[src/rtl/RouterPkg.sv]
// RouterPkg: shared router types for the output-port scheduler.
//   pkt_t         32-bit packet {src[31:28], dest[27:24], data[23:0]}
//   sched_state_t scheduler FSM states IDLE / WAIT_FREE / SEND
//   PKT_BEATS     bytes per packet on the 8-bit node link
//   idx_width()   width of an index into n requesters (min 1 bit)
package RouterPkg;

  typedef struct packed {
    logic [3:0]  src;
    logic [3:0]  dest;
    logic [23:0] data;
  } pkt_t;

  typedef enum logic [1:0] {
    IDLE      = 2'd0,
    WAIT_FREE = 2'd1,
    SEND      = 2'd2
  } sched_state_t;

  localparam int PKT_BEATS = 4;
  localparam int BEAT_W    = 2;

  function automatic int idx_width(input int n);
    return (n > 1) ? $clog2(n) : 1;
  endfunction

endpackage

[src/rtl/noc_rr_picker.sv]
// noc_rr_picker: combinational round-robin selector.
// Ports:
//   req            in   NUM_REQ  request vector
//   last_grant     in   IDX_W    index granted most recently
//   winner_onehot  out  NUM_REQ  one-hot winner (all zero when no request)
//   winner_idx     out  IDX_W    winner index (0 when no request)
//   any            out  1        at least one request is set
// Priority starts at last_grant+1 and walks upward modulo NUM_REQ.
module noc_rr_picker
  import RouterPkg::*;
#(
  parameter int NUM_REQ = 3,
  parameter int IDX_W   = idx_width(NUM_REQ)
) (
  input  logic [NUM_REQ-1:0] req,
  input  logic [IDX_W-1:0]   last_grant,
  output logic [NUM_REQ-1:0] winner_onehot,
  output logic [IDX_W-1:0]   winner_idx,
  output logic               any
);

  // One extra bit so last_grant + offset cannot overflow before the modulo.
  localparam int SW = IDX_W + 1;

  logic [IDX_W-1:0]   cand_idx [NUM_REQ];
  logic [NUM_REQ-1:0] cand_req;

  // cand_idx[gi] is the requester examined at priority position gi.
  for (genvar gi = 0; gi < NUM_REQ; gi++) begin : g_cand
    logic [SW-1:0] sum;
    assign sum          = {1'b0, last_grant} + SW'(gi + 1);
    assign cand_idx[gi] = (sum >= SW'(NUM_REQ)) ? IDX_W'(sum - SW'(NUM_REQ))
                                                : sum[IDX_W-1:0];
    assign cand_req[gi] = req[cand_idx[gi]];
  end

  // Walk from lowest to highest priority so the highest-priority hit wins.
  always_comb begin
    winner_idx = '0;
    any        = 1'b0;
    for (int k = NUM_REQ - 1; k >= 0; k--) begin
      if (cand_req[k]) begin
        winner_idx = cand_idx[k];
        any        = 1'b1;
      end
    end
  end

  always_comb begin
    winner_onehot = '0;
    if (any) begin
      winner_onehot[winner_idx] = 1'b1;
    end
  end

endmodule

[src/rtl/noc_port_scheduler.sv]
// noc_port_scheduler: output-port scheduler for one router port.
// Arbitrates round-robin between NUM_REQ packet holders, latches the winning
// 32-bit packet and serialises it MSB-first as four bytes on the node link.
// Ports:
//   clock             in   1                system clock
//   reset             in   1                synchronous active-high reset
//   req               in   NUM_REQ          holder i has a packet for this port
//   req_pkt           in   NUM_REQ x PKT_W  packet offered by holder i
//   free_outbound     in   1                downstream can take a whole packet
//   grant             out  NUM_REQ          one-cycle one-hot release of holder i
//   put_outbound      out  1                payload_outbound byte valid
//   payload_outbound  out  8                serialised packet byte
//   busy              out  1                a packet is owned (WAIT_FREE/SEND)
//   pkt_count         out  16               fully sent packets, wrapping
// Build option: define NOC_SCHED_STATS_EN to add pkt_count and its counter.
module noc_port_scheduler
  import RouterPkg::*;
#(
  parameter int NUM_REQ = 3,
  parameter int PKT_W   = 32
) (
  input  logic                            clock,
  input  logic                            reset,
  input  logic [NUM_REQ-1:0]              req,
  input  logic [NUM_REQ-1:0][PKT_W-1:0]   req_pkt,
  input  logic                            free_outbound,
  output logic [NUM_REQ-1:0]              grant,
  output logic                            put_outbound,
  output logic [7:0]                      payload_outbound,
  output logic                            busy
`ifdef NOC_SCHED_STATS_EN
  ,
  output logic [15:0]                     pkt_count
`endif
);

  localparam int               IDX_W     = idx_width(NUM_REQ);
  localparam logic [BEAT_W-1:0] LAST_BEAT = BEAT_W'(PKT_BEATS - 1);

  sched_state_t       state_reg;
  logic [IDX_W-1:0]   last_grant_reg;
  pkt_t               pkt_reg;
  logic [BEAT_W-1:0]  beat_reg;
  logic [NUM_REQ-1:0] grant_reg;
  logic               put_reg;
  logic [7:0]         payload_reg;
  logic               busy_reg;

  logic [NUM_REQ-1:0] pick_onehot;
  logic [IDX_W-1:0]   pick_idx;
  logic               pick_any;

  noc_rr_picker #(
    .NUM_REQ (NUM_REQ),
    .IDX_W   (IDX_W)
  ) u_picker (
    .req           (req),
    .last_grant    (last_grant_reg),
    .winner_onehot (pick_onehot),
    .winner_idx    (pick_idx),
    .any           (pick_any)
  );

  always_ff @(posedge clock) begin
    if (reset) begin
      state_reg      <= IDLE;
      last_grant_reg <= IDX_W'(NUM_REQ - 1);   // req[0] gets first priority
      pkt_reg        <= '0;
      beat_reg       <= '0;
      grant_reg      <= '0;
      put_reg        <= 1'b0;
      payload_reg    <= '0;
      busy_reg       <= 1'b0;
    end else begin
      // grant is a single-cycle pulse; only the IDLE branch raises it.
      grant_reg <= '0;
      case (state_reg)
        IDLE: begin
          put_reg <= 1'b0;
          if (pick_any) begin
            pkt_reg        <= pkt_t'(req_pkt[pick_idx]);
            grant_reg      <= pick_onehot;
            last_grant_reg <= pick_idx;
            busy_reg       <= 1'b1;
            state_reg      <= WAIT_FREE;
          end
        end
        WAIT_FREE: begin
          if (free_outbound) begin
            put_reg     <= 1'b1;
            payload_reg <= {pkt_reg.src, pkt_reg.dest};
            beat_reg    <= BEAT_W'(1);
            state_reg   <= SEND;
          end else begin
            put_reg <= 1'b0;
          end
        end
        SEND: begin
          // free_outbound already promised room for the whole packet.
          put_reg  <= 1'b1;
          beat_reg <= beat_reg + BEAT_W'(1);
          case (beat_reg)
            BEAT_W'(1): payload_reg <= pkt_reg.data[23:16];
            BEAT_W'(2): payload_reg <= pkt_reg.data[15:8];
            default:    payload_reg <= pkt_reg.data[7:0];
          endcase
          if (beat_reg == LAST_BEAT) begin
            busy_reg  <= 1'b0;
            state_reg <= IDLE;
          end
        end
        default: begin
          put_reg   <= 1'b0;
          busy_reg  <= 1'b0;
          state_reg <= IDLE;
        end
      endcase
    end
  end

`ifdef NOC_SCHED_STATS_EN
  logic [15:0] pkt_count_reg;

  // Counts only packets whose last byte went out; truncated ones are not seen.
  always_ff @(posedge clock) begin
    if (reset) begin
      pkt_count_reg <= '0;
    end else if (state_reg == SEND && beat_reg == LAST_BEAT) begin
      pkt_count_reg <= pkt_count_reg + 16'd1;
    end
  end

  assign pkt_count = pkt_count_reg;
`endif

  assign grant            = grant_reg;
  assign put_outbound     = put_reg;
  assign payload_outbound = payload_reg;
  assign busy             = busy_reg;

endmodule

[config.mk]
export PLATFORM = sky130hd
export DESIGN_NAME = noc_port_scheduler
export DESIGN_NICKNAME = d
export VERILOG_FILES = /design/src/rtl/RouterPkg.sv /design/src/rtl/noc_rr_picker.sv /design/src/rtl/noc_port_scheduler.sv
export SDC_FILE = /design/constraint.sdc
export NUM_CORES = 1
export LEC_CHECK = 0
export ABC_AREA = 1
export CAP_MARGIN = 20
export CORE_MARGIN = 2
export CORE_UTILIZATION = 45
export DETAILED_ROUTE_END_ITERATION = 8
export PLACE_DENSITY = 0.88
export SYNTH_ARGS = -nofsm -noshare
export SYNTH_HDL_FRONTEND = slang
export SYNTH_SLANG_ARGS = --single-unit
[constraint.sdc]
create_clock -name clock -period 4.35 [get_ports clock]
set_clock_uncertainty 0.2 [all_clocks]
set_input_delay 0.87 -clock clock [delete_from_list [all_inputs] [get_ports clock]]
set_output_delay 0.87 -clock clock [all_outputs]
set_load 0.05 [all_outputs]
==> results of run 1 <==
==> worst paths after layout <==
kind / from / endpoint / cells after the start / slack (ps)
setup / recovery: req[1] / pkt_reg[29] / 11 / 950
hold / removal: busy / busy / 2 / 270
setup reg to reg: last_grant_reg[0] / pkt_reg[29] / 12 / 1010
hold reg to reg: busy / busy / 2 / 270
==> kinds of logic (layout without fill, tap and decap cells) <==
logic type | after synthesis | after routing | share of synthesized area, %
adder cells (fa/ha/maj) | 10 | 10 | 3.67
buffers and inverters | 151 | 245 | 18.6
flip-flops | 51 | 51 | 29.9
AO/OA/AOI/OAI | 118 | 118 | 19.8
AND/OR/NAND/NOR | 218 | 218 | 28.0
==> layer usage <==
layer	part of all wire (%)	wire length (µm)
met5	0	0
met1	43	3930
met3	6.5	592
met4	2.5	228
met2	48	4430
==> critical path: cells and delay by family <==
kind | cells | cell delay, ps
buffers and inverters | 2 | 590
AND/OR/NAND/NOR | 9 | 1920
==> cell type report <==
cell class,instances,area (µm²)
Clock buffer,8,100
Inverter,120,453
Tap cell,99,124
Fill cell,703,2670
Multi-Input combinational cell,346,1760
Timing Repair Buffer,117,1160
Sequential cell,51,1020
==> cells in the mapped netlist, drive strengths merged <==
library cell,number,area [µm²]
nand2,130,515
inv,117,442
nand3,75,388
a21oi,54,282
dfxtp,51,1020
o21ai,45,233
buf,19,138
clkbuf,12,45.0
nor2,11,41.3
ha,10,125
o211ai,8,60.1
a221o,7,70.1
clkinv,3,11.3
a21boi,1,7.51
a311oi,1,8.76
a31o,1,8.76
a31oi,1,6.26
nor3,1,5.00
or2,1,6.26
==> stage by stage <==
step,area (µm²),setup slack [ps],std cells
floorplan,3410,2200,548
finish,4620,951,741
detailed placement,4520,675,733
global route,4620,725,741
global placement,4520,733,733
CTS,4620,972,741
==> power by group through the flow <==
| stage | Combinational, mW | Clock, mW | Sequential [mW] |
|---|---|---|---|
| 2_1_floorplan | 1.81 | 0 | 0.890 |
| 4_1_cts | 2.37 | 0.299 | 0.763 |
| 6_report | 2.37 | 0.295 | 0.765 |
| 3_5_place_dp | 2.36 | 0 | 0.771 |
| 5_1_grt | 2.67 | 0.319 | 0.783 |
| 3_3_place_gp | 2.31 | 0 | 0.771 |
==> summary.txt, run 1 <==
Outcome
  – Status: finished, final reports clean

Layout
  – Max FFs per register: 32
  – Area grow syn2layout: 35.3%
  – Most common cell after layout, fill and taps aside: nand2_1
  – Fraction of layout cells with a size suffix above 1: 4.05%
  – Fin nets: roughly 750
  – Fin util: between 60% and 70%
  – Most frequent cells in the layout: nand2_1, inv_1, clkdlybuf4s50_1
  – Antenna diodes: 0

Clocking
  – Clk pin slew, worst setup/hold paths: roughly 90 ps
  – Clk Latency, worst-skew pair: about 300 ps
  – Post-cts resize count: 0
  – Hold Buf Count CTS: 0
  – Clock buffer count from CTS: 5
  – Clk sinks: 51
  – CTS root buf: clkbuf_8
  – H-tree lvl count: 2
  – CTS tree: built
  – Post-CTS Setup Bufs: 0
  – Longest Clk Path Bufs: 2

Floorplan
  – Starting Density: ~47%
  – Row count: 31
  – Die H: 91.1 µm
  – Core area: 7290 µm²
  – Die X: approximately 91 µm
  – # IOs: ~120
  – Die area: slightly above 8000 µm²

Logic synthesis
  – Post-synthesis sequential area ratio: around 30%
  – Yosys cell types: 30
  – Cell count after synthesis: roughly 550
  – Syn_area_per_cell: 6.23 µm²
  – Flops & latches, synth: between 50 and 60
  – Yosys Warn Count: 0
  – Syn Std Cell Area: 3410 µm²
  – Syn Nets: 660

Critical path
  – Critical Path Max Stage Delay: ~560 ps
  – Worst path cell trace: clkdlybuf4s50_1, inv_1, nand2_1, nand3_1, nand3_1, nand2_1, nand2_2, nand2_2, or2_2, nand3_1, nand2_1
  – Worst Setup End Kind: flip-flop
  – Slowest CP cell: nand2_2
  – CP max FO: 35
  – Data required, critical path: 4350 ps
  – Critical Path Source Type: input port
  – WS Path Type: in -> reg
  – CP arrival: ~3400 ps

Power
  – Flop pwr share: about 22%
  – Combinational power share: approximately 69%
  – Switching Fraction: 53.6%
  – Worst ir drop on vdd: about 0.44 mV
  – Total Power: about 3.4 mW
  – Psw: ~1.8 mW
  – Clock power frac: ~8.6%
  – Internal Power: ~1.6 mW
  – Leak Pwr: around 2.3 nW
  – Pwr/cell area: ~740 nW/µm²

STA
  – Rel. slew slack: around 57%
  – Setup Total Neg Slack: 0 ps
  – Fmax: between 200 and 300 MHz
  – Final Hold Fails: 0
  – Setup Viol. Count Final: 0
  – Hold Slack: 273 ps
  – Post-route minimum period: between 3000 and 4000 ps
  – RSZ-0062 raised after global routing: no
  – Slew of the pin with the lowest slew margin: ~640 ps
  – Max-slew violation count: 0
  – Period Utilization, post-route: between 70% and 80%

Global route
  – M3 GR Usage: between 3 and 4%
  – Overall Global Routing Usage: about 22%
  – First-pass GRT wire length: approximately 15 mm
  – Number of global-route vias before repair: about 3,500
  – Total gr overflow: 0
  – Grt met2 use: between 30% and 40%
  – Largest net degree at the start of global routing: 65
  – Met1 Usage GRT: between 20% and 30%
  – Top Usage Layer GRT: met2
  – Initial antenna violation count: 0

Routing
  – Final ANT Viol Nets: 0
  – Initial DRT Pass Iterations: 4
  – Drt via density: roughly 5.1
  – Detailed router's first-iteration violation count: 185
  – WL per Instance: between 10 and 15 µm
  – Final Routed Wirelength: between 9 and 10 mm
  – # DRC: 0
  – Routed vias: about 3,700

Run
  – Max_cap viols: 0

Place
  – IO Port Bufs: around 110
  – RePlAce Congestion: a little under 0.9
  – Hpwl dp: roughly 7 mm

Min path
  – Hold/Removal Path Class: reg -> reg
No activity file was read; power rests on OpenSTA's default activity.
==> inputs of run 2 (changes only) <==
- CORE_UTILIZATION: 45 -> 42
- PLACE_DENSITY: 0.88 -> 0.87
- clock period: 4.35 -> 2.8 ns (I/O delays scaled with it)
==> summary.txt, run 2 (synthesized netlist as in run 1, its figures left out) <==
Outcome
  – Status: finished, final reports clean

Routing
  – WL per Instance: approximately 13 µm
  – Routed vias: 3,825
  – Detailed router's first-iteration violation count: 136
  – Final ANT Viol Nets: 0
  – # DRC: 0
  – Final Routed Wirelength: roughly 9.7 mm
  – Initial DRT Pass Iterations: 5
  – Drt via density: roughly 5.1

Critical path
  – Slowest CP cell: ha_2
  – R2r startpoint: last_grant_reg[0]
  – Worst Path Buf+Inv: 3
  – Data required, critical path: between 2000 and 3000 ps
  – Critical Path Source Type: flip-flop
  – WS Path Type: reg -> reg
  – Worst path cell trace: inv_1, ha_2, nor2_1, nor2_1, nand2_1, nand3_1, nand3_4, nand2_4, inv_4, buf_12, o21ai_0, a21oi_1
  – CP max FO: 36
  – Worst Setup End Kind: flip-flop
  – CP arrival: between 2000 and 2500 ps
  – Worst r2r path cells: 12
  – Cell family with most CP delay: simple AND/OR/NAND/NOR gates
  – Flop2flop setup slack: 300 ps
  – Worst R2R End: pkt_reg[0]
  – CP most frequent cell: nor2_1
  – Critical Path Max Stage Delay: approximately 450 ps

Clocking
  – H-tree lvl count: 2
  – Longest Clk Path Bufs: 2
  – CTS tree: built
  – Post-CTS Setup Bufs: 0
  – Clk pin slew, worst setup/hold paths: 90 ps
  – Clk Latency, worst-skew pair: roughly 300 ps
  – Clk sinks: just over 50
  – Clock buffer count from CTS: 5
  – CTS root buf: clkbuf_8

STA
  – Slew of the pin with the lowest slew margin: about 500 ps
  – Rel. slew slack: between 60% and 70%
  – Fmax: approximately 400 MHz
  – RSZ-0062 raised after global routing: no
  – Setup Total Neg Slack: 0 ps
  – Period Utilization, post-route: around nine tenths
  – Setup Viol. Count Final: 0
  – Post-route minimum period: around 2500 ps
  – Final Hold Fails: 0
  – Max-slew violation count: 0
  – Hold Slack: just under 300 ps

Layout
  – Most frequent cells in the layout: nand2_1, inv_1, clkdlybuf4s50_1
  – Max FFs per register: 32
  – Most common cell after layout, fill and taps aside: nand2_1
  – Fin nets: about 760
  – Antenna diodes: 0
  – Non-Filler Instances: ~750
  – Area grow syn2layout: 38.5%
  – Fraction of layout cells with a size suffix above 1: under 10%
  – Design area: 4730 µm²
  – Fin util: between 60% and 70%

Place
  – RePlAce Congestion: between 0.8 and 0.9
  – Area after DPL: 4610 µm²
  – Post-placement cell count: 744
  – IO Port Bufs: approximately 110
  – Hpwl dp: about 7.5 mm

Min path
  – Hold/Removal Path Class: reg -> reg
  – Hold path endpoint: busy
  – Worst hold start: busy
  – Worst hold path depth: 2

Floorplan
  – Die X: approximately 94 µm
  – Starting Density: a little over two fifths
  – Die H: around 94 µm
  – Core area: just under 8000 µm²
  – Row count: 32
  – # IOs: about 120
  – Die area: ~8900 µm²

Global route
  – Largest net degree at the start of global routing: 37
  – Number of global-route vias before repair: roughly 3,700
  – Total gr overflow: 0
  – First-pass GRT wire length: around 16 mm
  – Overall Global Routing Usage: about 22%
  – Initial antenna violation count: 0

Power
  – Worst ir drop on vdd: 0.651 mV
  – Leak Pwr: 2.38 nW
  – Pwr/cell area: ~1200 nW/µm²

Run
  – Max_cap viols: 0
run 2: changes by cell type in the layout (fill, tap and decap cells not counted), sizes merged:
cell | previous run | this run
buf | 3 | 11
bufinv | 0 | 1
clkbuf | 8 | 6
clkinv | 3 | 4
run 2: routing by layer:
metal / wire [µm] / GRT usage (%) / vias to the layer above
met4: 257 / 8.21 / 0
met1: 4000 / 26.6 / 1721
li1: - / - / 1926
met3: 557 / 3.61 / 24
met2: 4870 / 40.6 / 154
met5: 0 / 0 / -
run 2: layout make-up:
type / count / area [µm²]
clock buffers: 6 / 82.6
clock inverters: 2 / 35.0
fillers: 719 / 3080
inverters: 120 / 453
multi-input cells: 346 / 1760
flip-flops and latches: 51 / 1020
well taps: 102 / 128
repair buffers: 125 / 1250
run 2: worst max-delay path by stage:
stage	from	to	slack [ps]	cells past startpoint
2_1_floorplan	last_grant_reg[0]	pkt_reg[0]	680	10
3_3_place_gp	req[1]	pkt_reg[15]	270	9
3_5_place_dp	req[1]	pkt_reg[15]	190	9
4_1_cts	last_grant_reg[0]	pkt_reg[0]	250	12
5_1_grt	last_grant_reg[0]	pkt_reg[6]	100	13
6_report	last_grant_reg[0]	pkt_reg[0]	300	12
run 2: power breakdown:
part / internal (mW) / switching, mW
Combinational: 1.40 / 2.54
Clock: 0.289 / 0.235
Sequential: 1.02 / 0.179
run 2: worst register-to-register path: stages (launching register included):
cell and delay, ps:
dfxtp_1 420, inv_1 120, ha_2 450, nor2_1 90
nor2_1 110, nand2_1 50, nand3_1 120, nand3_4 110
nand2_4 100, inv_4 90, buf_12 180, o21ai_0 260
a21oi_1 70
run 2: what timing repair did:
action | 4_1_cts | 5_1_grt
resized for setup | 0 | 1
hold endpoints to repair | 0 | 0
endpoints found under the setup margin | 0 | 1
hold buffers | 0 | 0
run 2: through the flow:
step	setup slack, ps	total power, mW
4_1_cts	245	5.67
5_1_grt	96.7	6.26
2_1_floorplan	677	4.19
6_report	303	5.68
3_5_place_dp	187	5.13
3_3_place_gp	265	4.99
